$ cat src/rtl/mem_pkg.sv
// Shared types and constants for the memory-stage SRAM controller.
package mem_pkg;

  typedef enum logic [1:0] {
    IDLE = 2'd0,
    LO   = 2'd1,
    HI   = 2'd2,
    DONE = 2'd3
  } mem_state_t;

  localparam int unsigned MEM_BASE_DEFAULT = 32'd1024;
  localparam int          SRAM_DW          = 16;

  // Selects the half of a 32-bit word that goes out in a given phase.
  function automatic logic [SRAM_DW-1:0] half_word(input logic [31:0] w, input logic hi);
    return hi ? w[31:16] : w[15:0];
  endfunction

endpackage

$ cat src/rtl/mem_stage_sram_ctrl_if.sv
// Pipeline-side request/response and SRAM pin bundle for the memory stage.
interface mem_stage_sram_ctrl_if #(
  parameter int SRAM_AW = 18
);
  // Handshake: mem_read/mem_write are levels raised by the pipeline and held
  // (with alu_res/st_data stable) until ready=1; the pipeline advances at the
  // end of the first cycle in which ready=1, and rdata is valid in that cycle.
  logic                        mem_read;
  logic                        mem_write;
  logic [31:0]                 alu_res;
  logic [31:0]                 st_data;
  logic [31:0]                 rdata;
  logic                        ready;
  logic                        mem_err;
  logic [SRAM_AW-1:0]          sram_addr;
  logic [mem_pkg::SRAM_DW-1:0] sram_dq_in;
  logic [mem_pkg::SRAM_DW-1:0] sram_dq_out;
  logic                        sram_dq_oe;
  logic                        sram_we_n;

  modport master (
    output mem_read, mem_write, alu_res, st_data, sram_dq_in,
    input  rdata, ready, mem_err, sram_addr, sram_dq_out, sram_dq_oe, sram_we_n
  );

  modport slave (
    input  mem_read, mem_write, alu_res, st_data, sram_dq_in,
    output rdata, ready, mem_err, sram_addr, sram_dq_out, sram_dq_oe, sram_we_n
  );

endinterface

$ cat src/rtl/mem_stage_sram_ctrl_phase_timer.sv
// Per-phase down-counter: reloads on phase entry, flags the final phase cycle.
module sram_phase_timer #(
  parameter int WAIT_CYCLES = 2
) (
  input  logic clk,
  input  logic rst,
  input  logic load,
  output logic last_cycle
);

  localparam int CW = (WAIT_CYCLES < 1) ? 1 : $clog2(WAIT_CYCLES + 1);
  localparam logic [CW-1:0] LOAD_VAL = CW'(WAIT_CYCLES);

  logic [CW-1:0] count;

  always_ff @(posedge clk) begin
    if (rst) begin
      count <= '0;
    end else if (load) begin
      count <= LOAD_VAL;
    end else if (count != '0) begin
      count <= count - CW'(1);
    end
  end

  assign last_cycle = (count == '0);

endmodule

$ cat src/rtl/mem_stage_sram_ctrl.sv
// Memory-stage controller: one 32-bit access as two 16-bit SRAM phases (LO, HI).
// Optional MEM_ERR_EN adds an address range check that skips straight to DONE.
module mem_stage_sram_ctrl
  import mem_pkg::*;
#(
  parameter int unsigned MEM_BASE    = MEM_BASE_DEFAULT,
  parameter int          WAIT_CYCLES = 2,
  parameter int          SRAM_AW     = 18
) (
  input  logic                  clk,
  input  logic                  rst,
  mem_stage_sram_ctrl_if.slave  bus,
  output mem_state_t            state_dbg
);

  mem_state_t         state, state_nx;
  logic               req;
  logic [31:0]        off;
  logic               addr_err;
  logic [SRAM_AW-2:0] word_q;
  logic [31:0]        wdata_q;
  logic               is_wr_q;
  logic [31:0]        rdata_q;
  logic               timer_load;
  logic               last_cycle;
  logic               half;
  logic               we_n;
  logic               dq_oe;
  logic               unused_off_lo;

  assign req = bus.mem_read | bus.mem_write;
  assign off = bus.alu_res - MEM_BASE;
  assign unused_off_lo = ^off[1:0];

`ifdef MEM_ERR_EN
  logic err_q;

  assign addr_err = (bus.alu_res < MEM_BASE) | (off[31:SRAM_AW+1] != '0);

  always_ff @(posedge clk) begin
    if (rst) begin
      err_q <= 1'b0;
    end else if (state == IDLE && req) begin
      err_q <= addr_err;
    end
  end

  assign bus.mem_err = (state == DONE) & err_q;
`else
  logic unused_off_hi;

  // Without the range check, the upper offset bits simply alias.
  assign addr_err      = 1'b0;
  assign unused_off_hi = ^off[31:SRAM_AW+1];
  assign bus.mem_err   = 1'b0;
`endif

  sram_phase_timer #(.WAIT_CYCLES(WAIT_CYCLES)) u_timer (
    .clk        (clk),
    .rst        (rst),
    .load       (timer_load),
    .last_cycle (last_cycle)
  );

  // Request attributes are latched on acceptance so a flushed request still
  // finishes both halves with the original address and data.
  always_ff @(posedge clk) begin
    if (rst) begin
      state   <= IDLE;
      word_q  <= '0;
      wdata_q <= '0;
      is_wr_q <= 1'b0;
      rdata_q <= '0;
    end else begin
      state <= state_nx;
      if (state == IDLE && req) begin
        word_q  <= off[SRAM_AW:2];
        wdata_q <= bus.st_data;
        is_wr_q <= bus.mem_write;
      end
      if (!is_wr_q && last_cycle) begin
        if (state == LO) begin
          rdata_q[15:0] <= bus.sram_dq_in;
        end else if (state == HI) begin
          rdata_q[31:16] <= bus.sram_dq_in;
        end
      end
    end
  end

  always_comb begin
    state_nx   = state;
    timer_load = 1'b0;
    half       = 1'b0;
    we_n       = 1'b1;
    dq_oe      = 1'b0;
    case (state)
      IDLE: begin
        if (req) begin
          state_nx   = addr_err ? DONE : LO;
          timer_load = 1'b1;
        end
      end
      LO: begin
        if (is_wr_q) begin
          dq_oe = 1'b1;
          we_n  = last_cycle;
        end
        if (last_cycle) begin
          state_nx   = HI;
          timer_load = 1'b1;
        end
      end
      HI: begin
        half = 1'b1;
        if (is_wr_q) begin
          dq_oe = 1'b1;
          we_n  = last_cycle;
        end
        if (last_cycle) begin
          state_nx = DONE;
        end
      end
      DONE: begin
        state_nx = IDLE;
      end
      default: begin
        state_nx = IDLE;
      end
    endcase
  end

  assign bus.ready       = ~req | (state == DONE);
  assign bus.rdata       = rdata_q;
  assign bus.sram_addr   = {word_q, half};
  assign bus.sram_dq_out = half_word(wdata_q, half);
  assign bus.sram_dq_oe  = dq_oe;
  assign bus.sram_we_n   = we_n;
  assign state_dbg       = state;

endmodule

$ cat src/flat_wrapper.sv
// flat-port wrapper written by rule: the top's interface ports become plain ports
module mem_stage_sram_ctrl_flat import mem_pkg::*;
#(
  parameter int unsigned MEM_BASE    = MEM_BASE_DEFAULT,
  parameter int          WAIT_CYCLES = 2,
  parameter int          SRAM_AW     = 18
)
  (clk, rst, state_dbg, bus_mem_read, bus_mem_write, bus_alu_res, bus_st_data, bus_sram_dq_in, bus_rdata, bus_ready, bus_mem_err, bus_sram_addr, bus_sram_dq_out, bus_sram_dq_oe, bus_sram_we_n);
  mem_stage_sram_ctrl_if #(.SRAM_AW(SRAM_AW)) bus_i ();
  input  logic clk;
  input  logic rst;
  output mem_state_t state_dbg;
  input wire logic [$bits(bus_i.mem_read)-1:0] bus_mem_read;
  input wire logic [$bits(bus_i.mem_write)-1:0] bus_mem_write;
  input wire logic [$bits(bus_i.alu_res)-1:0] bus_alu_res;
  input wire logic [$bits(bus_i.st_data)-1:0] bus_st_data;
  input wire logic [$bits(bus_i.sram_dq_in)-1:0] bus_sram_dq_in;
  output wire logic [$bits(bus_i.rdata)-1:0] bus_rdata;
  output wire logic [$bits(bus_i.ready)-1:0] bus_ready;
  output wire logic [$bits(bus_i.mem_err)-1:0] bus_mem_err;
  output wire logic [$bits(bus_i.sram_addr)-1:0] bus_sram_addr;
  output wire logic [$bits(bus_i.sram_dq_out)-1:0] bus_sram_dq_out;
  output wire logic [$bits(bus_i.sram_dq_oe)-1:0] bus_sram_dq_oe;
  output wire logic [$bits(bus_i.sram_we_n)-1:0] bus_sram_we_n;
  assign bus_i.mem_read = bus_mem_read;
  assign bus_i.mem_write = bus_mem_write;
  assign bus_i.alu_res = bus_alu_res;
  assign bus_i.st_data = bus_st_data;
  assign bus_i.sram_dq_in = bus_sram_dq_in;
  assign bus_rdata = bus_i.rdata;
  assign bus_ready = bus_i.ready;
  assign bus_mem_err = bus_i.mem_err;
  assign bus_sram_addr = bus_i.sram_addr;
  assign bus_sram_dq_out = bus_i.sram_dq_out;
  assign bus_sram_dq_oe = bus_i.sram_dq_oe;
  assign bus_sram_we_n = bus_i.sram_we_n;
  mem_stage_sram_ctrl #(.MEM_BASE(MEM_BASE), .WAIT_CYCLES(WAIT_CYCLES), .SRAM_AW(SRAM_AW)) u_core (.clk(clk), .rst(rst), .bus(bus_i), .state_dbg(state_dbg));
endmodule
$ cat config.mk
export PLATFORM = sky130hd
export DESIGN_NAME = mem_stage_sram_ctrl_flat
export DESIGN_NICKNAME = d
export VERILOG_FILES = /design/src/rtl/mem_pkg.sv /design/src/rtl/mem_stage_sram_ctrl_if.sv /design/src/rtl/mem_stage_sram_ctrl_phase_timer.sv /design/src/rtl/mem_stage_sram_ctrl.sv /design/src/flat_wrapper.sv
export SDC_FILE = /design/constraint.sdc
export NUM_CORES = 1
export LEC_CHECK = 0
export CAP_MARGIN = 20
export CORE_ASPECT_RATIO = 1.75
export CORE_UTILIZATION = 38
export DETAILED_ROUTE_END_ITERATION = 16
export PLACE_DENSITY = 0.85
export SLEW_MARGIN = 20
export SYNTH_ARGS = -nofsm -noshare
export SYNTH_HDL_FRONTEND = slang
export SYNTH_SLANG_ARGS = --single-unit
$ cat constraint.sdc
create_clock -name clk -period 1.91 [get_ports clk]
set_input_delay 0.2865 -clock clk [delete_from_list [all_inputs] [get_ports clk]]
set_output_delay 0.2865 -clock clk [all_outputs]
set_load 0.02 [all_outputs]
==> impl_metrics.tcl <==
set metrics [dict create \
    floorplan.initialDensity_pct 39.7 \
    row_count 45 \
    coreArea_um2 8780 \
    clkTransAtPathRegs_ps 60 \
    clock_latency_ps 330 \
    crit_path_end_kind "output port" \
    use_met1_pct 20.0 \
    finalPower_uw 7200 \
    min_delay_path_depth 2 \
    min-delay-start "rst" \
    rrSetupSlack_ps 170 \
    fin_worst_skew_ps 5.64 \
    use_met2_pct 39.0 \
    dieArea_um2 9590 \
    clockBufferDepth 2 \
    r2r-end "u_core.bus.rdata[20]$_SDFFE_PP0P_" \
    final_common_cell "clkdlybuf4s50_1" \
    peakVddDrop_mv 0.920 \
    routedWlPerCell_um 14.0 \
    grt.met3_usage_pct 3.05 \
    drc_errors 0 \
    yosysWarnings 0 \
    rsz0062_at_grt "no" \
    crit_arrival_ps 1550 \
    num-fill-cells 764 \
    period_share_pct 95.9 \
    tightest_slew_ps 552 \
    first_global_vias 3509 \
    synth_top_cell_by_area "dfxtp_1" \
    p_per_area_nw_per_um2 1340 \
    syn_inst 428 \
    required_ps 1620 \
    die_w_um 74.5 \
    seq_area_um2 1730 \
    reg2reg_depth 6 \
    antenna_found_initial 0 \
    synth_top_area_share_pct 49.3 \
    final_cell_mix "clkdlybuf4s50_1 (118), nand2_1 (115), dfxtp_1 (85)" \
    grt_max_degree 38 \
    antenna_cells 0 \
    synth.area.top_cells "dfxtp_1 (49%), nand2_1 (12%), a21oi_1 (11%), mux2_2 (5.2%), o21ai_0 (2.7%)" \
    crit_path_max_fanout 16 \
    fin_crit_ps 1830 \
    track_usage_pct 20.3 \
    synthesis.area_um2 3490 \
    io_pins 156 \
    grt_busiest_layer "met2" \
    startpoint_type "flip-flop" \
    min_to "u_core.bus.rdata[14]$_SDFFE_PP0P_" \
    p_leak_uw 0.00205 \
    ys_types 36 \
    port_buffers 139 \
    syn_area_per_cell_um2 8.16 \
    cts_buffers 9 \
    cts_max_level 3 \
    overflow 0 \
    drive_gt1_share_pct 15.0 \
    postCtsSetupBuffers 0 \
    fmax_ghz 0.546 \
    synth-seq-cells 86 \
    root_buffer "clkbuf_16" \
    synth_nets 518 \
    hpwl_mm 7.28 \
    tritoncts "built" \
    viasPerCell 5.08 \
    yosysSeqAreaShare_pct 49.3 \
    nets 660 \
    drt_iter0_drc 81 \
    multi_input_area_um2 1630 \
    maxSlewViolCount 0 \
    ant_nets 0 \
    wirelength_mm 9.70 \
    hold_viol_final 0 \
    place.gp.congestion 0.818 \
    die_h_um 129 \
    reg2reg_from "u_core.state_dbg[1]$_SDFFE_PP0P_" \
    cts_hold_buf 0 \
    crit_start "u_core.state_dbg[0]$_SDFFE_PP0P_" \
    maxCapViolations 0 \
    totalNegativeSetupSlack_ps 0 \
    area_growth_syn_to_layout_pct 53.5 \
    status "completed" \
    vias 3516 \
    grt_pass1_wl_mm 15.1 \
    firstDrtPassIters 4 \
    worstSetupPathType "reg -> out" \
    hold_class "in -> reg" \
    maxSlewHeadroom_pct 63.1 \
    finalSetupViolCount 0 \
    clock_sinks 86 \
]
## power breakdown
group	switching (uW)	total [uW]	leakage (uW)	internal, uW
Combinational	1780	3180	0.00121	1390
Clock	735	1630	0.000137	897
Sequential	206	2400	0.000706	2190
Total	2730	7200	0.00205	4480
## critical path, cell delays in order (launching register included)
cell and delay, ps:
dfxtp_1 320, inv_2 90, ha_4 150, buf_12 150
mux2_2 350, buf_2 160
## final cells by class
cell class / instances / share of cell area (%)
timing repair buffer: 166 / 29.1
clock inverter: 7 / 1.05
inverter: 4 / 0.280
multi-input combinational: 303 / 30.4
clock buffer: 9 / 4.20
tap: 117 / 2.73
sequential: 86 / 32.2
## kinds of logic (layout without fill, tap and decap cells)
logic type | count (synthesis) | after routing | share of synthesized area (%)
DFF | 86 | 86 | 49.3
muxes | 16 | 16 | 5.16
and+or+nand+nor | 167 | 167 | 21.1
xor gates and xnor gates | 2 | 2 | 0.502
AOI/OAI and AO/OA | 111 | 111 | 17.0
adders and majority gates | 6 | 6 | 2.15
other | 1 | 1 | 0.107
buffers and inverters | 39 | 186 | 4.66
## Yosys cell counts, drive strengths merged
cell type and number:
a211oi 7, a21oi 77, a311oi 2, and2 1, and4 3, buf 15
clkbuf 20, conb 1, dfxtp 86, ha 6, inv 4, mux2 16
nand2 115, nand2b 1, nand3 17, nor2 11, nor2b 1, nor3 3
nor3b 2, nor4 6, nor4b 2, o21a 1, o21ai 20, o21bai 1
o22a 1, o22ai 1, o31ai 1, or3 2, or3b 1, or4 1
or4b 1, xnor2 2
## flip-flops by register name (all words and copies together) (netlist names)
name,flops
u_core.bus.rdata,32
u_core.is_wr_q,1
u_core.state_dbg,2
u_core.u_timer.count,2
u_core.wdata_q,32
u_core.word_q,17
## layer usage
layer | part of all wire, % | routed length, um
met1 | 37 | 3620
met2 | 57 | 5490
met3 | 4.9 | 480
met4 | 1.2 | 112
met5 | 0 | 0
## metrics by stage
| stage | cells | instance area, um2 | worst slack [ps] | util (%) | hold slack (ps) |
|---|---|---|---|---|---|
| 3_5_place_dp | 676 | 5150 | -150 | 58.7 | 447 |
| 5_1_grt | 692 | 5360 | 8.13 | 61.0 | 440 |
| 6_report | 692 | 5360 | 77.6 | 61.0 | 418 |
| 3_3_place_gp | 676 | 5150 | -45.7 | 58.7 | 438 |
| 4_1_cts | 692 | 5360 | 29.4 | 61.0 | 400 |
| 2_1_floorplan | 428 | 3490 | 55.6 | - | 382 |
## how the worst max path moves through the flow
| stage | to | slack (ps) | cells past startpoint |
|---|---|---|---|
| 4_1_cts | bus_sram_we_n | 30 | 5 |
| 5_1_grt | bus_sram_dq_out[13] | 8 | 5 |
| 3_3_place_gp | bus_sram_dq_out[1] | -50 | 5 |
| 6_report | bus_sram_dq_out[4] | 80 | 5 |
| 2_1_floorplan | bus_sram_dq_out[10] | 60 | 4 |
| 3_5_place_dp | u_core.word_q[14]$_SDFFE_PP0P_ | -150 | 6 |
## timing repair
| item | in CTS | in global routing |
|---|---|---|
| gates resized for setup | 79 | 2 |
| pin swaps | 1 | 0 |
| cloned | 0 | 0 |
| endpoints found under the setup margin | 20 | 1 |
Power figures use the tool's default switching activity.
